$ cat src/rtl/memarb_pkg.sv
// Shared types for the N-port round-robin memory port arbiter.
package memarb_pkg;

  typedef enum logic [1:0] {
    IDLE  = 2'd0,
    ISSUE = 2'd1,
    WAIT  = 2'd2,
    RESP  = 2'd3
  } arb_state_t;

  localparam int MEMARB_CNT_W = 16;

endpackage

$ cat src/rtl/mem_port_arbiter_rr.sv
// Combinational round-robin pick: first requester after ptr, wrapping mod N.
module rr_arbiter #(
  parameter int N = 4
) (
  input  logic [N-1:0]         req,
  input  logic [$clog2(N)-1:0] ptr,
  output logic [N-1:0]         grant,
  output logic [$clog2(N)-1:0] grant_idx,
  output logic                 any
);

  localparam int IDX_W = $clog2(N);

  logic [IDX_W-1:0] cand;

  always_comb begin
    grant     = '0;
    grant_idx = '0;
    any       = 1'b0;
    cand      = '0;
    for (int k = 1; k <= N; k++) begin
      cand = IDX_W'((int'(ptr) + k) % N);
      if (!any && req[cand]) begin
        any         = 1'b1;
        grant[cand] = 1'b1;
        grant_idx   = cand;
      end
    end
  end

endmodule

$ cat src/rtl/mem_port_arbiter.sv
// N-port round-robin sequencer onto one shared memory port with timeout/error response.
// Optional per-port grant counters are built when MEMARB_PERF_CNT_EN is defined.
module mem_port_arbiter
  import memarb_pkg::*;
#(
  parameter int N_PORTS = 4,
  parameter int ADDR_W  = 14,
  parameter int WDATA_W = 16,
  parameter int RDATA_W = 8,
  parameter int TIMEOUT = 15,
  parameter int CNT_W   = MEMARB_CNT_W
) (
  input  logic                         clk,
  input  logic                         reset,
  input  logic [N_PORTS-1:0]           port_req,
  input  logic [N_PORTS-1:0]           port_we,
  input  logic [N_PORTS*ADDR_W-1:0]    port_addr,
  input  logic [N_PORTS*WDATA_W-1:0]   port_wdata,
  output logic [N_PORTS-1:0]           port_resp,
  output logic                         port_err,
  output logic [RDATA_W-1:0]           port_rdata,
  output logic                         mem_re,
  output logic                         mem_we,
  output logic [ADDR_W-1:0]            mem_addr,
  output logic [WDATA_W-1:0]           mem_wdata,
  input  logic [RDATA_W-1:0]           mem_rdata,
  input  logic                         mem_ack,
  output logic                         busy,
  output logic [$clog2(N_PORTS)-1:0]   grant_id
`ifdef MEMARB_PERF_CNT_EN
  ,
  output logic [N_PORTS*CNT_W-1:0]     grant_cnt
`endif
);

  localparam int ID_W = $clog2(N_PORTS);
  localparam int TO_W = $clog2(TIMEOUT + 1);

  arb_state_t state, state_nx;

  logic [N_PORTS-1:0][ADDR_W-1:0]  addr_v;
  logic [N_PORTS-1:0][WDATA_W-1:0] wdata_v;
  logic [ID_W-1:0]                 ptr, arb_idx;
  logic [N_PORTS-1:0]              arb_oh, grant_oh;
  logic                            arb_any;
  logic                            we_r, err_r;
  logic [RDATA_W-1:0]              rdata_r;
  logic [TO_W-1:0]                 to_cnt;
  logic                            timeout_hit;

  assign addr_v      = port_addr;
  assign wdata_v     = port_wdata;
  assign timeout_hit = (to_cnt == TO_W'(TIMEOUT));

  rr_arbiter #(.N(N_PORTS)) u_rr (
    .req       (port_req),
    .ptr       (ptr),
    .grant     (arb_oh),
    .grant_idx (arb_idx),
    .any       (arb_any)
  );

  always_ff @(posedge clk) begin
    if (reset) state <= IDLE;
    else       state <= state_nx;
  end

  always_comb begin
    state_nx = state;
    case (state)
      IDLE:    if (arb_any) state_nx = ISSUE;
      ISSUE:   state_nx = mem_ack ? RESP : WAIT;
      WAIT:    if (mem_ack || timeout_hit) state_nx = RESP;
      RESP:    state_nx = IDLE;
      default: state_nx = IDLE;
    endcase
  end

  always_comb begin
    mem_re     = 1'b0;
    mem_we     = 1'b0;
    busy       = (state != IDLE);
    port_resp  = '0;
    port_err   = 1'b0;
    port_rdata = '0;
    case (state)
      ISSUE: begin
        mem_re = !we_r;
        mem_we = we_r;
      end
      RESP: begin
        port_resp  = grant_oh;
        port_err   = err_r;
        port_rdata = rdata_r;
      end
      default: ;
    endcase
  end

  // Grant capture, ack/timeout resolution; an ack on the timeout cycle takes precedence.
  always_ff @(posedge clk) begin
    if (reset) begin
      ptr       <= ID_W'(N_PORTS - 1);
      grant_id  <= '0;
      grant_oh  <= '0;
      mem_addr  <= '0;
      mem_wdata <= '0;
      we_r      <= 1'b0;
      err_r     <= 1'b0;
      rdata_r   <= '0;
      to_cnt    <= '0;
    end else begin
      case (state)
        IDLE: begin
          if (arb_any) begin
            ptr       <= arb_idx;
            grant_id  <= arb_idx;
            grant_oh  <= arb_oh;
            mem_addr  <= addr_v[arb_idx];
            mem_wdata <= wdata_v[arb_idx];
            we_r      <= port_we[arb_idx];
          end
        end
        ISSUE: begin
          to_cnt <= '0;
          if (mem_ack) begin
            err_r   <= 1'b0;
            rdata_r <= we_r ? '0 : mem_rdata;
          end
        end
        WAIT: begin
          if (mem_ack) begin
            err_r   <= 1'b0;
            rdata_r <= we_r ? '0 : mem_rdata;
          end else if (timeout_hit) begin
            err_r   <= 1'b1;
            rdata_r <= '0;
          end else begin
            to_cnt <= to_cnt + 1'b1;
          end
        end
        default: ;
      endcase
    end
  end

`ifdef MEMARB_PERF_CNT_EN
  logic [N_PORTS-1:0][CNT_W-1:0] cnt_q;

  always_ff @(posedge clk) begin
    if (reset) begin
      cnt_q <= '0;
    end else if (state == IDLE && arb_any && cnt_q[arb_idx] != {CNT_W{1'b1}}) begin
      cnt_q[arb_idx] <= cnt_q[arb_idx] + 1'b1;
    end
  end

  assign grant_cnt = cnt_q;
`endif

endmodule

$ cat config.mk
export PLATFORM = sky130hd
export DESIGN_NAME = mem_port_arbiter
export DESIGN_NICKNAME = d
export VERILOG_FILES = /design/src/rtl/memarb_pkg.sv /design/src/rtl/mem_port_arbiter_rr.sv /design/src/rtl/mem_port_arbiter.sv
export SDC_FILE = /design/constraint.sdc
export NUM_CORES = 1
export LEC_CHECK = 0
export CAP_MARGIN = 20
export CORE_UTILIZATION = 35
export CTS_CLUSTER_DIAMETER = 120
export DETAILED_ROUTE_END_ITERATION = 10
export PLACE_DENSITY = 0.86
export SLEW_MARGIN = 20
export SYNTH_ARGS = -nofsm -noshare
export SYNTH_HDL_FRONTEND = slang
export SYNTH_HIERARCHICAL = 1
export SYNTH_SLANG_ARGS = --single-unit
$ cat constraint.sdc
create_clock -name clk -period 2.71 [get_ports clk]
set_clock_uncertainty 0.2 [all_clocks]
set_input_delay 0.542 -clock clk [delete_from_list [all_inputs] [get_ports clk]]
set_output_delay 0.542 -clock clk [all_outputs]
set_load 0.02 [all_outputs]
==> flow_metrics.py <==
metrics = {
    "run_status": {
        "status": "complete, no violations",
    },
    "synthesis": {
        "synth.most_common_cell": "sky130_fd_sc_hd__dfxtp_1",
        "synth_sequential_area_ratio_pct": 32.6,
        "synth_area_leader_cell": "sky130_fd_sc_hd__dfxtp_1",
        "yosys_register_bits": 54,
        "synth_top_cells_by_count": "sky130_fd_sc_hd__dfxtp_1, sky130_fd_sc_hd__a22o_1, sky130_fd_sc_hd__mux4_2, sky130_fd_sc_hd__nand2_1, sky130_fd_sc_hd__a21oi_1",
        "synthesis.area_um2": 3320,
        "syn_avg_cell_area_um2": 11.2,
        "synthCells": 297,
        "yosys.cell_types.count": 51,
        "mappedNetlistNets": 451,
        "area_share_of_the_largest_cell_type_after_synthesis_pct": 32.6,
        "synth_enable_flop_cells": 0,
        "yosysWarnings": 6,
        "netlist_top_cells_area": "sky130_fd_sc_hd__dfxtp_1, sky130_fd_sc_hd__mux4_2, sky130_fd_sc_hd__a22o_1",
        "ys_async_sr_fraction_pct": 0,
        "synth-main-ff-cell": "sky130_fd_sc_hd__dfxtp_1",
    },
    "worst_setup_path": {
        "timing.reg2reg.worst_path_depth": 9,
        "worstSetupEndpointType": "flip-flop",
        "timing.setup.critical_path_class": "reg2reg",
        "crit_required_ns": 2.72,
        "crit_path_start_kind": "flip-flop",
        "critical_path_peak_fanout": 6,
        "cp.arrival_ns": 2.72,
    },
    "final_layout": {
        "antenna-diode-count": 0,
        "sequential_cell_area_um2": 1090,
        "fill_cells": 748,
        "multi_input_area_um2": 2090,
        "non_filler_instances": 619,
        "fraction_of_layout_cells_with_a_size_suffix_above_1_pct": 20.5,
        "final_design_area_no_fill_um2": 5730,
        "syn_to_final_growth_pct": 72.8,
        "nets": 661,
    },
    "grt": {
        "number_of_global_route_vias_before_repair": 3497,
        "antenna_found_initial": 0,
        "globalRoute.totalOverflow": 0,
        "grt_max_degree": 32,
        "global_route.usage.total_pct": 22.2,
        "grt_pass1_wl_um": 17100,
    },
    "power": {
        "combinationalPowerShare_pct": 68.2,
        "seq_power_share_pct": 21.9,
        "p_switching_mw": 2.11,
        "clkPwrFrac_pct": 9.9,
        "worst_ir_drop_vdd_uv": 497,
        "power.leakage_nw": 2.21,
        "sw_frac_of_total_pct": 37.7,
        "power.density_cell_area_nw_per_um2": 975,
        "internal_portion_of_total_power_mw": 3.48,
    },
    "clocking": {
        "tritoncts": "done",
        "cts_buffer_depth": 2,
        "cts_num_sinks": 54,
        "cts_made_buffers": 5,
        "cts_root_buffer": "sky130_fd_sc_hd__clkbuf_8",
        "insertion_delay_ns": 0.31,
        "htree_num_levels": 2,
        "clock_pin_slew_on_the_worst_setup_and_hold_paths_ns": 0.11,
    },
    "sta": {
        "maxSlewHeadroom_pct": 56.0,
        "grt_setup_unrepaired": "yes",
        "fin_tns_setup_ns": 0,
        "drv_slew": 0,
        "min_period_over_period_pct": 99.7,
        "tightestPinTransition_ns": 0.655,
        "max_clock_freq_ghz": 0.370,
        "report.final.hold_viol_count": 0,
        "final-setup-viol-count": 0,
        "holdWs_ns": 0.261,
        "worst_slack_ns": 0.00686,
        "period_needed_ns": 2.70,
    },
    "placement": {
        "dp_slack_ns": -0.627,
        "dp.final_hpwl_um": 8780,
        "place_inst": 604,
        "io_buffer_count": 186,
        "globalplace.congestion": 0.880,
        "detailed_place.area_um2": 5470,
    },
    "drt": {
        "drt.antenna.violating_nets": 0,
        "vias_after_detailed_routing": 3384,
        "wire_per_inst_um": 18.1,
        "dr.first_iter.drc_count": 101,
        "drtPass1Iterations": 5,
        "drcViolationCount": 0,
        "detail_route.wirelength_um": 11200,
        "route.detailed.vias_per_inst": 5.47,
    },
    "floorplan": {
        "core_box_area_um2": 9200,
        "dieWidth_um": 99.3,
        "initial_utilization_pct": 36.1,
        "dieHeight_um": 99.3,
        "fp.dieArea_um2": 9870,
        "num_io_pins": 187,
        "num_rows": 35,
    },
    "job": {
        "max_cap_viol_count": 0,
    },
    "worst_hold_path": {
        "worst_hold_path_depth": 2,
        "holdCritPathClass": "reg2reg",
    },
}
-- worst max-delay path, stage by stage, from the launching register on --
cell and delay, ns:
sky130_fd_sc_hd__dfxtp_4 0.40, sky130_fd_sc_hd__mux4_2 0.55, sky130_fd_sc_hd__a21oi_2 0.17, sky130_fd_sc_hd__nor3_2 0.06
sky130_fd_sc_hd__nor2_2 0.09, sky130_fd_sc_hd__o31a_4 0.21, sky130_fd_sc_hd__buf_6 0.12, sky130_fd_sc_hd__buf_6 0.10
sky130_fd_sc_hd__mux4_2 0.50, sky130_fd_sc_hd__a22o_1 0.21
-- power groups by stage --
stage | clock network (mW) | logic, mW | registers, mW
global route | 0.591 | 4.09 | 1.25
detailed placement | 0 | 3.49 | 1.23
floorplan | 0 | 2.23 | 1.37
finish | 0.555 | 3.81 | 1.22
CTS | 0.564 | 3.90 | 1.21
global placement | 0 | 3.39 | 1.21
-- path summary, 6_finish.rpt --
kind,from,to,slack [ns]
worst max-delay path,ptr[0],mem_addr[2],0.007
worst min-delay path,grant_oh[2],grant_oh[2],0.26
worst max register to register,ptr[0],mem_addr[2],0.007
worst min register to register,grant_oh[2],grant_oh[2],0.26
-- per-stage QoR --
step / util, % / power [mW]
after floorplan: - / 3.61
after global placement: 59.4 / 4.60
after detailed placement: 59.4 / 4.72
after CTS: 62.4 / 5.68
after global routing: 62.3 / 5.93
final: 62.3 / 5.59
-- routing by layer --
| layer | vias up | global-route usage [%] | part of all wire [%] |
|---|---|---|---|
| li1 | 1571 | - | - |
| met1 | 1628 | 23.3 | 38 |
| met2 | 160 | 42.6 | 53 |
| met3 | 25 | 5.20 | 7.3 |
| met4 | 0 | 8.60 | 2.6 |
| met5 | - | 0 | 0 |
-- what timing repair did --
action                                  CTS  global route
buffers inserted                          7             1
gates cloned                              2             0
hold endpoints to repair                  0             0
endpoints found under the setup margin   31            44
hold buffers                              0             0
gates resized for setup                  26            10
pin swaps                                 4             8
-- flip-flops by register name, summed over array words and instances (netlist names) --
name       flops
mem_addr      14
mem_wdata     16
grant_id       2
state          2
grant_oh       4
err_r          1
rdata_r        8
ptr            2
to_cnt         4
we_r           1
-- cell families after synthesis --
logic type / Yosys count / synth area share (%)
multiplexers: 36 / 23.5
buffers and inverters: 31 / 5.47
adder cells (fa/ha/maj): 15 / 5.66
flip-flops: 54 / 32.6
AO/OA/AOI/OAI: 91 / 21.8
AND/OR/NAND/NOR: 70 / 10.9
-- cell usage in the layout, fill, tap and decap left out, types with 4 or more instances in the layout --
cell and n:
sky130_fd_sc_hd__a21oi_1 14, sky130_fd_sc_hd__a221o_1 4, sky130_fd_sc_hd__a22o_1 39, sky130_fd_sc_hd__and2_1 14
sky130_fd_sc_hd__buf_12 4, sky130_fd_sc_hd__buf_4 26, sky130_fd_sc_hd__buf_6 8, sky130_fd_sc_hd__clkbuf_8 5
sky130_fd_sc_hd__clkdlybuf4s50_1 182, sky130_fd_sc_hd__dfxtp_1 52, sky130_fd_sc_hd__ha_1 14, sky130_fd_sc_hd__inv_1 8
sky130_fd_sc_hd__mux4_2 32, sky130_fd_sc_hd__nand2_1 25, sky130_fd_sc_hd__nand3_1 8, sky130_fd_sc_hd__nor2_1 6
sky130_fd_sc_hd__nor2b_1 4, sky130_fd_sc_hd__o21ai_0 6, sky130_fd_sc_hd__o21ai_1 4
-- layout make-up --
type	instances	share of cell area [%]
Clock inverter	3	0.764
Timing Repair Buffer	225	39.5
Tap cell	111	2.42
Sequential cell	54	19.0
Inverter	9	0.590
Clock buffer	5	1.20
Multi-Input combinational cell	212	36.5
No activity file was read; power rests on OpenSTA's default activity.
